## config.mk

```make
export PLATFORM = sky130hd
export DESIGN_NAME = pkt_rx_proc_flat
export DESIGN_NICKNAME = d
export VERILOG_FILES = /design/src/rtl/ravenoc_pkg.sv /design/src/rtl/pkt_rx_proc_if.sv /design/src/rtl/pkt_rx_proc_vc_fsm.sv /design/src/rtl/pkt_rx_proc.sv /design/src/flat_wrapper.sv
export SDC_FILE = /design/constraint.sdc
export NUM_CORES = 1
export LEC_CHECK = 0
export ABC_CLOCK_PERIOD_IN_PS = 2600
export CAP_MARGIN = 25
export CORE_MARGIN = 8
export CORE_UTILIZATION = 34
export DETAILED_ROUTE_END_ITERATION = 7
export MAX_ROUTING_LAYER = met4
export PLACE_DENSITY = 0.63
export SLEW_MARGIN = 20
export SYNTH_ARGS = -nofsm -noshare
export SYNTH_HDL_FRONTEND = slang
export SYNTH_SLANG_ARGS = --single-unit
```

## constraint.sdc

```tcl
create_clock -name clk_axi -period 2.6 [get_ports clk_axi]
set_input_delay 0.52 -clock clk_axi [delete_from_list [all_inputs] [get_ports clk_axi]]
set_output_delay 0.52 -clock clk_axi [all_outputs]
set_load 0.01 [all_outputs]
```

## src/rtl/ravenoc_pkg.sv

```systemverilog
`default_nettype none
// ============================================================================
// Module      : ravenoc_pkg
// Description : Shared NoC types: flit encodings, head-flit layout, RX error
//               bit positions and receive-side VC state encoding.
// Revision    : 1.0 - initial receive-path additions
// ============================================================================
package ravenoc_pkg;

    localparam int NocNumVirtChn    = 3;
    localparam int NocFlitWidth     = 34;
    localparam int NocFlitDataWidth = NocFlitWidth - 2;
    localparam int NocPktWidth      = 8;
    localparam int NocXWidth        = 2;
    localparam int NocYWidth        = 2;
    localparam int NocVcW           = $clog2(NocNumVirtChn);
    localparam int NocPayloadW      = NocFlitDataWidth - NocXWidth - NocYWidth - NocPktWidth;

    typedef enum logic [1:0] {
        HEAD_FLIT = 2'b00,
        BODY_FLIT = 2'b01,
        TAIL_FLIT = 2'b10
    } flit_type_t;

    typedef struct packed {
        flit_type_t                    flit_type;
        logic [NocXWidth-1:0]          x_dest;
        logic [NocYWidth-1:0]          y_dest;
        logic [NocPktWidth-1:0]        pkt_sz;
        logic [NocPayloadW-1:0]        payload;
    } s_head_flit_t;

    // Bit positions inside the sticky receive error vector
    typedef logic [2:0] rx_err_t;
    localparam int RxErrUnexpHead = 0;
    localparam int RxErrOrphan    = 1;
    localparam int RxErrLen       = 2;

    typedef enum logic [0:0] {
        VC_IDLE = 1'b0,
        VC_BODY = 1'b1
    } vc_state_t;

endpackage
`default_nettype wire

```

## src/rtl/pkt_rx_proc_if.sv

```systemverilog
`default_nettype none
// ============================================================================
// Module      : pkt_rx_proc_if
// Description : Router-to-NI flit channel plus NI-to-RX-buffer payload channel.
// Revision    : 1.0 - initial release
// ============================================================================
interface pkt_rx_proc_if
    import ravenoc_pkg::*;
#(
    parameter int NumVirtChn    = NocNumVirtChn,
    parameter int FlitWidth     = NocFlitWidth,
    parameter int FlitDataWidth = NocFlitDataWidth
);
    localparam int VcW = $clog2(NumVirtChn);

    logic                     flit_valid_i;
    logic [FlitWidth-1:0]     flit_data_i;
    logic [VcW-1:0]           flit_vc_i;
    logic                     flit_ready_o;

    logic                     rx_valid_o;
    logic [FlitDataWidth-1:0] rx_data_o;
    logic [VcW-1:0]           rx_vc_o;
    logic                     rx_last_o;
    logic                     rx_ready_i;

    modport slave (
        input  flit_valid_i, flit_data_i, flit_vc_i, rx_ready_i,
        output flit_ready_o, rx_valid_o, rx_data_o, rx_vc_o, rx_last_o
    );

    modport master (
        output flit_valid_i, flit_data_i, flit_vc_i, rx_ready_i,
        input  flit_ready_o, rx_valid_o, rx_data_o, rx_vc_o, rx_last_o
    );

endinterface
`default_nettype wire

```

## src/rtl/pkt_rx_proc_vc_fsm.sv

```systemverilog
`default_nettype none
// ============================================================================
// Module      : pkt_rx_vc_fsm
// Description : Framing tracker for one virtual channel; flags forward/last
//               and framing errors for the flit currently being accepted.
// Revision    : 1.0 - initial release
// ============================================================================
module pkt_rx_vc_fsm
    import ravenoc_pkg::*;
#(
    parameter int PktWidth = NocPktWidth
) (
    input  wire logic                clk_axi,
    input  wire logic                arst_axi,
    input  wire logic                i_sel,
    input  wire logic [1:0]          i_flit_type,
    input  wire logic [PktWidth-1:0] i_pkt_sz,
    output logic                     o_fwd,
    output logic                     o_last,
    output rx_err_t                  o_err
);

    vc_state_t           r_state;
    vc_state_t           w_state_nxt;
    logic [PktWidth-1:0] r_rem;
    logic [PktWidth-1:0] w_rem_nxt;

    always_ff @(posedge clk_axi or posedge arst_axi) begin
        if (arst_axi) begin
            r_state <= VC_IDLE;
            r_rem   <= '0;
        end else begin
            r_state <= w_state_nxt;
            r_rem   <= w_rem_nxt;
        end
    end

    always_comb begin
        w_state_nxt = r_state;
        w_rem_nxt   = r_rem;
        o_fwd       = 1'b0;
        o_last      = 1'b0;
        o_err       = '0;
        if (i_sel) begin
            if (i_flit_type == HEAD_FLIT) begin
                // A head always opens a fresh packet, abandoning any open one
                o_fwd = 1'b1;
                o_err[RxErrUnexpHead] = (r_state == VC_BODY);
                if (i_pkt_sz == '0) begin
                    o_last      = 1'b1;
                    w_state_nxt = VC_IDLE;
                    w_rem_nxt   = '0;
                end else begin
                    w_state_nxt = VC_BODY;
                    w_rem_nxt   = i_pkt_sz;
                end
            end else if (i_flit_type == 2'b11 || r_state == VC_IDLE) begin
                o_err[RxErrOrphan] = 1'b1;
            end else if (i_flit_type == TAIL_FLIT) begin
                o_fwd       = 1'b1;
                o_last      = 1'b1;
                o_err[RxErrLen] = (r_rem != PktWidth'(1));
                w_state_nxt = VC_IDLE;
                w_rem_nxt   = '0;
            end else if (r_rem == PktWidth'(1)) begin
                // Body where the tail was due: close the packet anyway
                o_fwd       = 1'b1;
                o_last      = 1'b1;
                o_err[RxErrLen] = 1'b1;
                w_state_nxt = VC_IDLE;
                w_rem_nxt   = '0;
            end else begin
                o_fwd     = 1'b1;
                w_rem_nxt = r_rem - PktWidth'(1);
            end
        end
    end

endmodule
`default_nettype wire

```

## src/rtl/pkt_rx_proc.sv

```systemverilog
`default_nettype none
// ============================================================================
// Module      : pkt_rx_proc
// Description : NoC-to-AXI receive packet processor: per-VC framing checks,
//               type stripping, one-entry output stage, errors and counter.
// Revision    : 1.0 - initial release
// ============================================================================
module pkt_rx_proc
    import ravenoc_pkg::*;
#(
    parameter  int NumVirtChn    = NocNumVirtChn,
    parameter  int FlitWidth     = NocFlitWidth,
    parameter  int FlitDataWidth = NocFlitDataWidth,
    parameter  int PktWidth      = NocPktWidth,
    parameter  int XWidth        = NocXWidth,
    parameter  int YWidth        = NocYWidth,
    localparam int VcW           = $clog2(NumVirtChn)
) (
    input  wire logic       clk_axi,
    input  wire logic       arst_axi,
    pkt_rx_proc_if.slave    bus,
    output logic            pkt_done_o,
    output logic [VcW-1:0]  pkt_done_vc_o,
    output rx_err_t         err_o,
    input  wire logic       clr_err_i,
    output logic [15:0]     pkt_total_o
);

    logic [1:0]               w_flit_type;
    logic [PktWidth-1:0]      w_pkt_sz;
    logic                     w_accept;
    logic [NumVirtChn-1:0]    w_fwd_vc;
    logic [NumVirtChn-1:0]    w_last_vc;
    rx_err_t                  w_err_vc [NumVirtChn];
    rx_err_t                  w_err_set;
    logic                     w_pkt_done;

    logic                     r_out_valid;
    logic [FlitDataWidth-1:0] r_out_data;
    logic [VcW-1:0]           r_out_vc;
    logic                     r_out_last;
    rx_err_t                  r_err;
    logic [15:0]              r_pkt_total;

    assign w_flit_type      = bus.flit_data_i[FlitWidth-1 -: 2];
    assign w_pkt_sz         = bus.flit_data_i[FlitDataWidth-XWidth-YWidth-1 -: PktWidth];
    assign bus.flit_ready_o = ~r_out_valid | bus.rx_ready_i;
    assign w_accept         = bus.flit_valid_i & bus.flit_ready_o;

    for (genvar gi = 0; gi < NumVirtChn; gi++) begin : g_vc
        pkt_rx_vc_fsm #(
            .PktWidth    (PktWidth)
        ) u_vc_fsm (
            .clk_axi     (clk_axi),
            .arst_axi    (arst_axi),
            .i_sel       (w_accept && (bus.flit_vc_i == VcW'(gi))),
            .i_flit_type (w_flit_type),
            .i_pkt_sz    (w_pkt_sz),
            .o_fwd       (w_fwd_vc[gi]),
            .o_last      (w_last_vc[gi]),
            .o_err       (w_err_vc[gi])
        );
    end

    // Only the selected VC can raise strobes, so OR-reduction picks it out
    always_comb begin
        w_err_set = '0;
        for (int i = 0; i < NumVirtChn; i++) begin
            w_err_set = w_err_set | w_err_vc[i];
        end
    end

    always_ff @(posedge clk_axi or posedge arst_axi) begin
        if (arst_axi) begin
            r_out_valid <= 1'b0;
            r_out_data  <= '0;
            r_out_vc    <= '0;
            r_out_last  <= 1'b0;
        end else if (|w_fwd_vc) begin
            r_out_valid <= 1'b1;
            r_out_data  <= bus.flit_data_i[FlitDataWidth-1:0];
            r_out_vc    <= bus.flit_vc_i;
            r_out_last  <= |w_last_vc;
        end else if (bus.rx_ready_i) begin
            r_out_valid <= 1'b0;
        end
    end

    assign w_pkt_done = r_out_valid & bus.rx_ready_i & r_out_last;

    always_ff @(posedge clk_axi or posedge arst_axi) begin
        if (arst_axi) begin
            r_err       <= '0;
            r_pkt_total <= '0;
        end else begin
            r_err <= (clr_err_i ? rx_err_t'(0) : r_err) | w_err_set;
            if (w_pkt_done && r_pkt_total != 16'hFFFF) begin
                r_pkt_total <= r_pkt_total + 16'd1;
            end
        end
    end

    assign bus.rx_valid_o = r_out_valid;
    assign bus.rx_data_o  = r_out_data;
    assign bus.rx_vc_o    = r_out_vc;
    assign bus.rx_last_o  = r_out_last;
    assign pkt_done_o     = w_pkt_done;
    assign pkt_done_vc_o  = r_out_vc;
    assign err_o          = r_err;
    assign pkt_total_o    = r_pkt_total;

endmodule
`default_nettype wire

```

## src/flat_wrapper.sv

```systemverilog
// flat-port wrapper written by rule: the top's interface ports become plain ports
module pkt_rx_proc_flat import ravenoc_pkg::*;
#(
    parameter  int NumVirtChn    = NocNumVirtChn,
    parameter  int FlitWidth     = NocFlitWidth,
    parameter  int FlitDataWidth = NocFlitDataWidth,
    parameter  int PktWidth      = NocPktWidth,
    parameter  int XWidth        = NocXWidth,
    parameter  int YWidth        = NocYWidth,
    localparam int VcW           = $clog2(NumVirtChn)
)
  (clk_axi, arst_axi, pkt_done_o, pkt_done_vc_o, err_o, clr_err_i, pkt_total_o, bus_flit_valid_i, bus_flit_data_i, bus_flit_vc_i, bus_rx_ready_i, bus_flit_ready_o, bus_rx_valid_o, bus_rx_data_o, bus_rx_vc_o, bus_rx_last_o);
  pkt_rx_proc_if #(.NumVirtChn(NumVirtChn), .FlitWidth(FlitWidth), .FlitDataWidth(FlitDataWidth)) bus_i ();
  input  wire logic clk_axi;
  input  wire logic arst_axi;
  output logic pkt_done_o;
  output logic [VcW-1:0] pkt_done_vc_o;
  output rx_err_t err_o;
  input  wire logic clr_err_i;
  output logic [15:0] pkt_total_o;
  input wire logic [$bits(bus_i.flit_valid_i)-1:0] bus_flit_valid_i;
  input wire logic [$bits(bus_i.flit_data_i)-1:0] bus_flit_data_i;
  input wire logic [$bits(bus_i.flit_vc_i)-1:0] bus_flit_vc_i;
  input wire logic [$bits(bus_i.rx_ready_i)-1:0] bus_rx_ready_i;
  output wire logic [$bits(bus_i.flit_ready_o)-1:0] bus_flit_ready_o;
  output wire logic [$bits(bus_i.rx_valid_o)-1:0] bus_rx_valid_o;
  output wire logic [$bits(bus_i.rx_data_o)-1:0] bus_rx_data_o;
  output wire logic [$bits(bus_i.rx_vc_o)-1:0] bus_rx_vc_o;
  output wire logic [$bits(bus_i.rx_last_o)-1:0] bus_rx_last_o;
  assign bus_i.flit_valid_i = bus_flit_valid_i;
  assign bus_i.flit_data_i = bus_flit_data_i;
  assign bus_i.flit_vc_i = bus_flit_vc_i;
  assign bus_i.rx_ready_i = bus_rx_ready_i;
  assign bus_flit_ready_o = bus_i.flit_ready_o;
  assign bus_rx_valid_o = bus_i.rx_valid_o;
  assign bus_rx_data_o = bus_i.rx_data_o;
  assign bus_rx_vc_o = bus_i.rx_vc_o;
  assign bus_rx_last_o = bus_i.rx_last_o;
  pkt_rx_proc #(.NumVirtChn(NumVirtChn), .FlitWidth(FlitWidth), .FlitDataWidth(FlitDataWidth), .PktWidth(PktWidth), .XWidth(XWidth), .YWidth(YWidth)) u_core (.clk_axi(clk_axi), .arst_axi(arst_axi), .bus(bus_i), .pkt_done_o(pkt_done_o), .pkt_done_vc_o(pkt_done_vc_o), .err_o(err_o), .clr_err_i(clr_err_i), .pkt_total_o(pkt_total_o));
endmodule
```

# Yosys cells after proc, flatten, opt, wreduce, memory -nomap -nowiden
# Index checks and enable logic that the tools add are counted.
op_classes:
  add_sub_neg: 4
  n_shift: 0
  magnitude_cmp: 0
  reduce_logical: 22
  eq_ne: 14
  mux: 72
  mul: 0
  div: 0
  bitwise: 11
op_table:
  columns: ["operator", "count"]
  rows:
  - ["8-bit 2-to-1 mux", 13]
  - ["1-bit 2-to-1 mux", 52]
  - ["8-bit by 1-bit equality test with 1-bit output (second input constant)", 3]
  - ["8-bit by 1-bit inequality test with 1-bit output (second input constant)", 3]
  - ["8-bit by 1-bit subtractor with 8-bit output (second input constant)", 3]
  - ["16-bit by 1-bit adder with 16-bit output (second input constant)", 1]
  - ["16-bit inequality test (second input constant)", 1]
  - ["3-bit 2-to-1 mux", 4]
  - ["3-bit bitwise OR", 3]
  - ["3-bit AND reduction", 3]
  - ["3-bit nonzero test", 3]
  - ["8-bit zero test", 1]
  - ["2-bit equality test (second input constant)", 3]
  - ["2-bit 2-to-1 mux", 3]
  - ["2-bit AND reduction", 3]
  - ["3-bit OR reduction", 2]
  - ["1-bit logical AND", 4]
  - ["2-bit zero test", 2]
  - ["2-bit by 1-bit inequality test with 1-bit output (second input constant)", 2]
  - ["1-bit inverter", 4]
  - ["1-bit bitwise AND", 3]
  - ["1-bit logical OR", 3]
  - ["2-bit by 1-bit equality test with 1-bit output (second input constant)", 1]
  - ["2-bit inequality test (second input constant)", 1]
  - ["2 further kinds", 2]
totals:
  output_inout_bits: 59
  latchBits: 0
  romBits: 0
  memories: 0
  regBits: 82
  mem_bits_rw: 0

# Longest topological paths before layout
# Gate-level depths: netlist (run 1).
depth:
  ltp_word: 9
  ltp_mapped: 9
  ltp_nobuf: 9

# Hierarchy
# From an unflattened synthesis (run 1), not the netlist that was laid out.
unflattened:
  cells_unflattened: 422
  hier_area_um2: 4455.5
by_module_without_submodules:
  columns: ["module", "cells_each", "area_each_um2", "n_inst", "seq_area_each_um2"]
  rows:
  - ["pkt_rx_proc", 170, 2297.2, 1, 1376.3]
  - ["pkt_rx_vc_fsm", 84, 719.4, 3, 225.2]

# Worst setup path before layout (run 1)
# Ideal clock, no wire load.
synth_timing:
  path_type: "input to register"
  from: "input port bus_rx_ready_i"
  to: "register u_core.r_out_data[0], in the netlist u_core.bus.rx_data_o[0]"
  arrival_time_ns: 2.052
  cell_stages: 8
  setup_slack_ns: 0.423
  n_path_buf: 3
  setup_time_ns: 0.125
  cell_sequence: "nand2b_4 and4b_4 nor2b_4 buf_6 or3_4 buf_6 buf_12 mux2_4"
synth_between:
  elab_chain_len: 5
  word_cells_on_any_way: 9
  cone_classes: "3 x mux; 2 x bitwise; 4 x reduce/logical"
synth_rtl:
  columns: ["item", "line_no", "rtl"]
  rows:
  - ["from (decl)", "flat_wrapper.sv:24", "input wire logic [$bits(bus_i.rx_ready_i)-1:0] bus_rx_ready_i;"]
  - ["1-bit bitwise OR (*)", "pkt_rx_proc.sv:47", "assign bus.flit_ready_o = ~r_out_valid | bus.rx_ready_i;"]
  - ["1-bit bitwise AND (*)", "pkt_rx_proc.sv:48", "assign w_accept = bus.flit_valid_i & bus.flit_ready_o;"]
  - ["1-bit logical AND", "pkt_rx_proc.sv:56", ".i_sel (w_accept && (bus.flit_vc_i == VcW'(gi))),"]
  - ["1-bit 2-to-1 mux", "pkt_rx_proc_vc_fsm.sv:44", "if (i_sel) begin"]
  - ["3-bit OR reduction (*)", "pkt_rx_proc.sv:79", "end else if (|w_fwd_vc) begin"]
  - ["to (signal assigned)", "pkt_rx_proc.sv:81", "r_out_data <= bus.flit_data_i[FlitDataWidth-1:0];"]
  - ["to (decl)", "pkt_rx_proc.sv:39", "logic [FlitDataWidth-1:0] r_out_data;"]
# Every way passes the cells marked *; elsewhere a longest branch is shown, timed or not.
# A chain may end at the register's enable or synchronous reset.

# Final worst setup path (run 1)
layout_timing:
  from: "input port bus_rx_ready_i"
  to: "output port pkt_done_o"
layout_between:
  elab_chain_len: 2
layout_rtl:
  columns: ["item", "line_no", "rtl"]
  rows:
  - ["1-bit bitwise AND (2 in series)", "pkt_rx_proc.sv:89", "assign w_pkt_done = r_out_valid & bus.rx_ready_i & r_out_last;"]
  - ["to (decl)", "flat_wrapper.sv:16", "output logic pkt_done_o;"]
# No other way between the ends.

==> results of run 1 <==
-- synth_stat cells, drive strengths merged (2+ instances only) --
library cell	count
a21boi	3
o41ai	4
xnor2	11
ha	10
nor4	4
o21ai	31
a221oi	4
xor2	4
a21o	3
buf	12
nand2b	8
or3	5
nor2	18
a22o	9
o31ai	4
a21oi	18
inv	14
mux2	36
and3	4
dfrtp	82
a41oi	2
and4b	2
nor2b	7
nand2	27
a211oi	3
or3b	2
nor3	10
nand3	8
and2	2
clkbuf	7
nand4	8
o22ai	2
-- sequential cells by signal, summed over array words and instances, names as in the netlist --
name,cells
u_core.bus.rx_data_o,32
u_core.bus.rx_last_o,1
u_core.bus.rx_valid_o,1
u_core.bus.rx_vc_o,2
u_core.err_o,3
u_core.g_vc.u_vc_fsm.r_rem,24
u_core.g_vc.u_vc_fsm.r_state,3
u_core.pkt_total_o,16
-- power by group through the flow --
stage / sequential (mW) / clock, mW / combinational (mW)
2_1_floorplan: 2.07 / 0 / 0.949
3_3_place_gp: 2.00 / 0 / 1.85
3_5_place_dp: 2.00 / 0 / 1.90
4_1_cts: 1.98 / 1.37 / 1.90
5_1_grt: 2.05 / 1.41 / 2.06
6_report: 1.98 / 1.33 / 1.88
-- cell families after synthesis --
kind of cell | Yosys count | share of synthesized area [%]
simple gates | 112 | 14.8
compound gates | 92 | 14.9
flops | 82 | 48.4
mux | 36 | 11.3
buf+inv | 33 | 4.49
xor+xnor | 15 | 3.10
fa+ha+maj | 10 | 2.95
-- layout make-up --
class	instances	area, um2	share of cell area [%]
Sequential cell	82	2050	35.8
Multi-Input combinational cell	265	2000	34.8
Timing Repair Buffer	114	1120	19.5
Clock buffer	12	236	4.13
Tap cell	168	210	3.67
Clock inverter	3	65.1	1.14
Inverter	14	56.3	0.982
-- per-stage QoR --
step	util, %	power, mW	TNS, ps
floorplan	-	3.02	0
CTS	47.3	5.26	0
global route	47.3	5.52	0
finish	47.3	5.19	0
detailed placement	44.8	3.90	-125
global placement	44.8	3.85	0
-- cells in the final DEF, fill, tap and decap left out, drive strengths merged, types with 9 or more instances in the layout --
| master | Yosys | routed |
|---|---|---|
| a21oi | 18 | 18 |
| a22o | 9 | 9 |
| buf | 12 | 15 |
| clkbuf | 7 | 12 |
| clkdlybuf4s50 | 0 | 99 |
| dfrtp | 82 | 82 |
| ha | 10 | 10 |
| inv | 14 | 13 |
| mux2 | 36 | 36 |
| nand2 | 27 | 27 |
| nor2 | 18 | 18 |
| nor3 | 10 | 10 |
| o21ai | 31 | 31 |
| xnor2 | 11 | 11 |
-- worst max path at each step --
stage / from / slack [ps] / end / cells past startpoint
after floorplan: bus_rx_ready_i / 420 / u_core.bus.rx_data_o[0] / 8
after global placement: bus_flit_data_i[32] / 60 / u_core.bus.rx_data_o[15] / 6
after detailed placement: bus_flit_data_i[33] / -30 / u_core.bus.rx_data_o[19] / 6
after CTS: bus_rx_ready_i / 210 / pkt_done_o / 4
after global routing: u_core.g_vc[0].u_vc_fsm.r_rem[1] / 150 / u_core.err_o[2] / 8
final: bus_rx_ready_i / 220 / pkt_done_o / 4
-- metal layers --
| layer | part of all wire (%) | vias up |
|---|---|---|
| li1 | - | 1598 |
| met1 | 47 | 1656 |
| met2 | 43 | 115 |
| met3 | 8.2 | 13 |
| met4 | 1.5 | 0 |
| met5 | 0 | - |
==> results by group, run 1 <==
Synthesis
  – Seq/Total Area, Yosys: 48.4%
  – Syn nets: 431
  – Syn avg cell area: 11.2 um2
  – #FFs+latches synth: 82
  – Warnings, synthesis: 0
  – Synthesized area: 4240 um2
  – Ys flop type: dfrtp_1
  – Mapped Cells: 380
  – Yosys top cell by area: dfrtp_1
  – Yosys cell types: 64
  – Ys async rst share: 100%
  – Synth top area cells: dfrtp_1, mux2_4, mux2_2, o21ai_0, ha_1
  – EDFF count, synth: 0
  – Top cell type's share of synthesized area: 48.4%

Clock network
  – Postcts setup bufs: 0
  – Clock transition at the registers of the reported paths: 60 ps
  – Clock Latency Late Sink: 340 ps
  – CTS tree: built
  – CTS Hold Buffers Added: 0
  – Bufs on Longest Clock Path: 2
  – Root buffer cell: clkbuf_16
  – CTS Buf Count: 9
  – H-tree levels: 3
  – CTS resizes: 0
  – Sink Count: 82

Critical path
  – CP Class: primary input to primary output
  – Critical Path RT: 2080 ps
  – Worst path slowest cell: clkdlybuf4s50_1
  – Crit path cell chain: clkdlybuf4s50_1, nand3_1, inv_1, clkdlybuf4s50_1
  – R2r startpoint: u_core.g_vc[0].u_vc_fsm.r_rem[1]
  – CP Capture Type: primary output
  – Crit path top cell by count: clkdlybuf4s50_1
  – Largest stage delay, worst path: 560 ps
  – CP Max Fanout: 5
  – R2R setup slack: 240 ps
  – R2R Path End: u_core.err_o[2]
  – Critical Path Start Type: primary input
  – Crit path DAT: 1860 ps
  – Crit path buffers/inverters: 3
  – Reg2Reg Depth: 8
  – Dominant delay contributor by cell family on the critical path: buffers and inverters

Hold path
  – Worst Hold Path EP: u_core.pkt_total_o[15]
  – Hold depth: 1
  – Hold WC Path Type: register to register
  – Hold Crit Start: u_core.pkt_total_o[15]

STA
  – Fin crit share: 91.6%
  – RSZ-0062 raised after global routing: false
  – Hold WS: 505 ps
  – Pins Over Slew Limit: 0
  – Clk_skew: 7.61 ps
  – Minimum clock period: 2380 ps
  – Slew HR: 61.5%
  – Final Hold Viols: 0
  – Achievable frequency: 420 MHz
  – Final setup margin: 218 ps
  – Setup Viol. Count Final: 0
  – Slew at the pin closest to its max-slew limit: 573 ps

Place
  – Gp weighted congestion: 0.886
  – Placed Area: 5430 um2
  – Dpl hpwl: 8070 um
  – Placement Setup Slack: -34.5 ps
  – Buffers on Ports: 99
  – Placed Instances: 643

Cells and area
  – Antenna diodes: 0
  – Syn-to-layout area delta: 35.3%
  – Net count, final: 537
  – Fillers: 1143
  – Cell area after layout: 5730 um2
  – Post-Layout Cell Count: 658
  – Ratio of cells with drive above 1 in the final layout: 15.5%

Floorplan
  – Die ar.: 16300 um2
  – Die width: 128 um
  – Chip Height: 128 um
  – Rows: 40
  – Number of I/O pins: 100
  – Core box area: 12100 um2
  – Starting Density: 35.0%

Routing
  – Detail-routed via count per cell: 5.14
  – WL per Instance: 16.5 um
  – Final WL: 10900 um
  – Drc violations: 0
  – Initial DRC Count: 176
  – Drt first pass iters: 4
  – Routed Antenna Nets: 0
  – Via count: 3382

Global routing
  – Largest net degree at the start of global routing: 66
  – Vias in the first global route: 3302
  – Global route hottest layer: met2
  – Initial antenna violation count: 0
  – Met3 Use GR: 5.20%
  – GRT overflow: 0
  – First-pass GRT wire length: 17500 um
  – GRT Total Usage: 14.1%
  – M1 GR Usage: 17.8%
  – Met2 Resource Use GR: 20.1%

Run status
  – Outcome: complete, no violations

Flow run
  – Max-Cap Viols: 0

Power
  – Pint: 3.60 mW
  – Flop pwr share: 38.2%
  – Comb pwr share: 36.3%
  – P per Cell Area: 906 nW/um2
  – Clock network power share: 25.6%
  – Leak: 2.46 nW
  – Switching power: 1.59 mW
  – Peak VDD IR: 0.381 mV
  – Sw Share: 30.7%
Power figures use the tool's default switching activity.
==> run 2: changes to the inputs <==
--- a/config.mk
+++ b/config.mk
@@ -9,10 +9,11 @@
 export CAP_MARGIN = 25
 export CORE_MARGIN = 8
 export CORE_UTILIZATION = 34
+export CTS_CLUSTER_SIZE = 30
 export DETAILED_ROUTE_END_ITERATION = 7
+export GPL_TIMING_DRIVEN = 1
 export MAX_ROUTING_LAYER = met4
 export PLACE_DENSITY = 0.63
-export SLEW_MARGIN = 20
 export SYNTH_ARGS = -nofsm -noshare
 export SYNTH_HDL_FRONTEND = slang
 export SYNTH_SLANG_ARGS = --single-unit
==> results of run 2 <==
The final DEF is identical to that of run 1; final timing and power are the same.
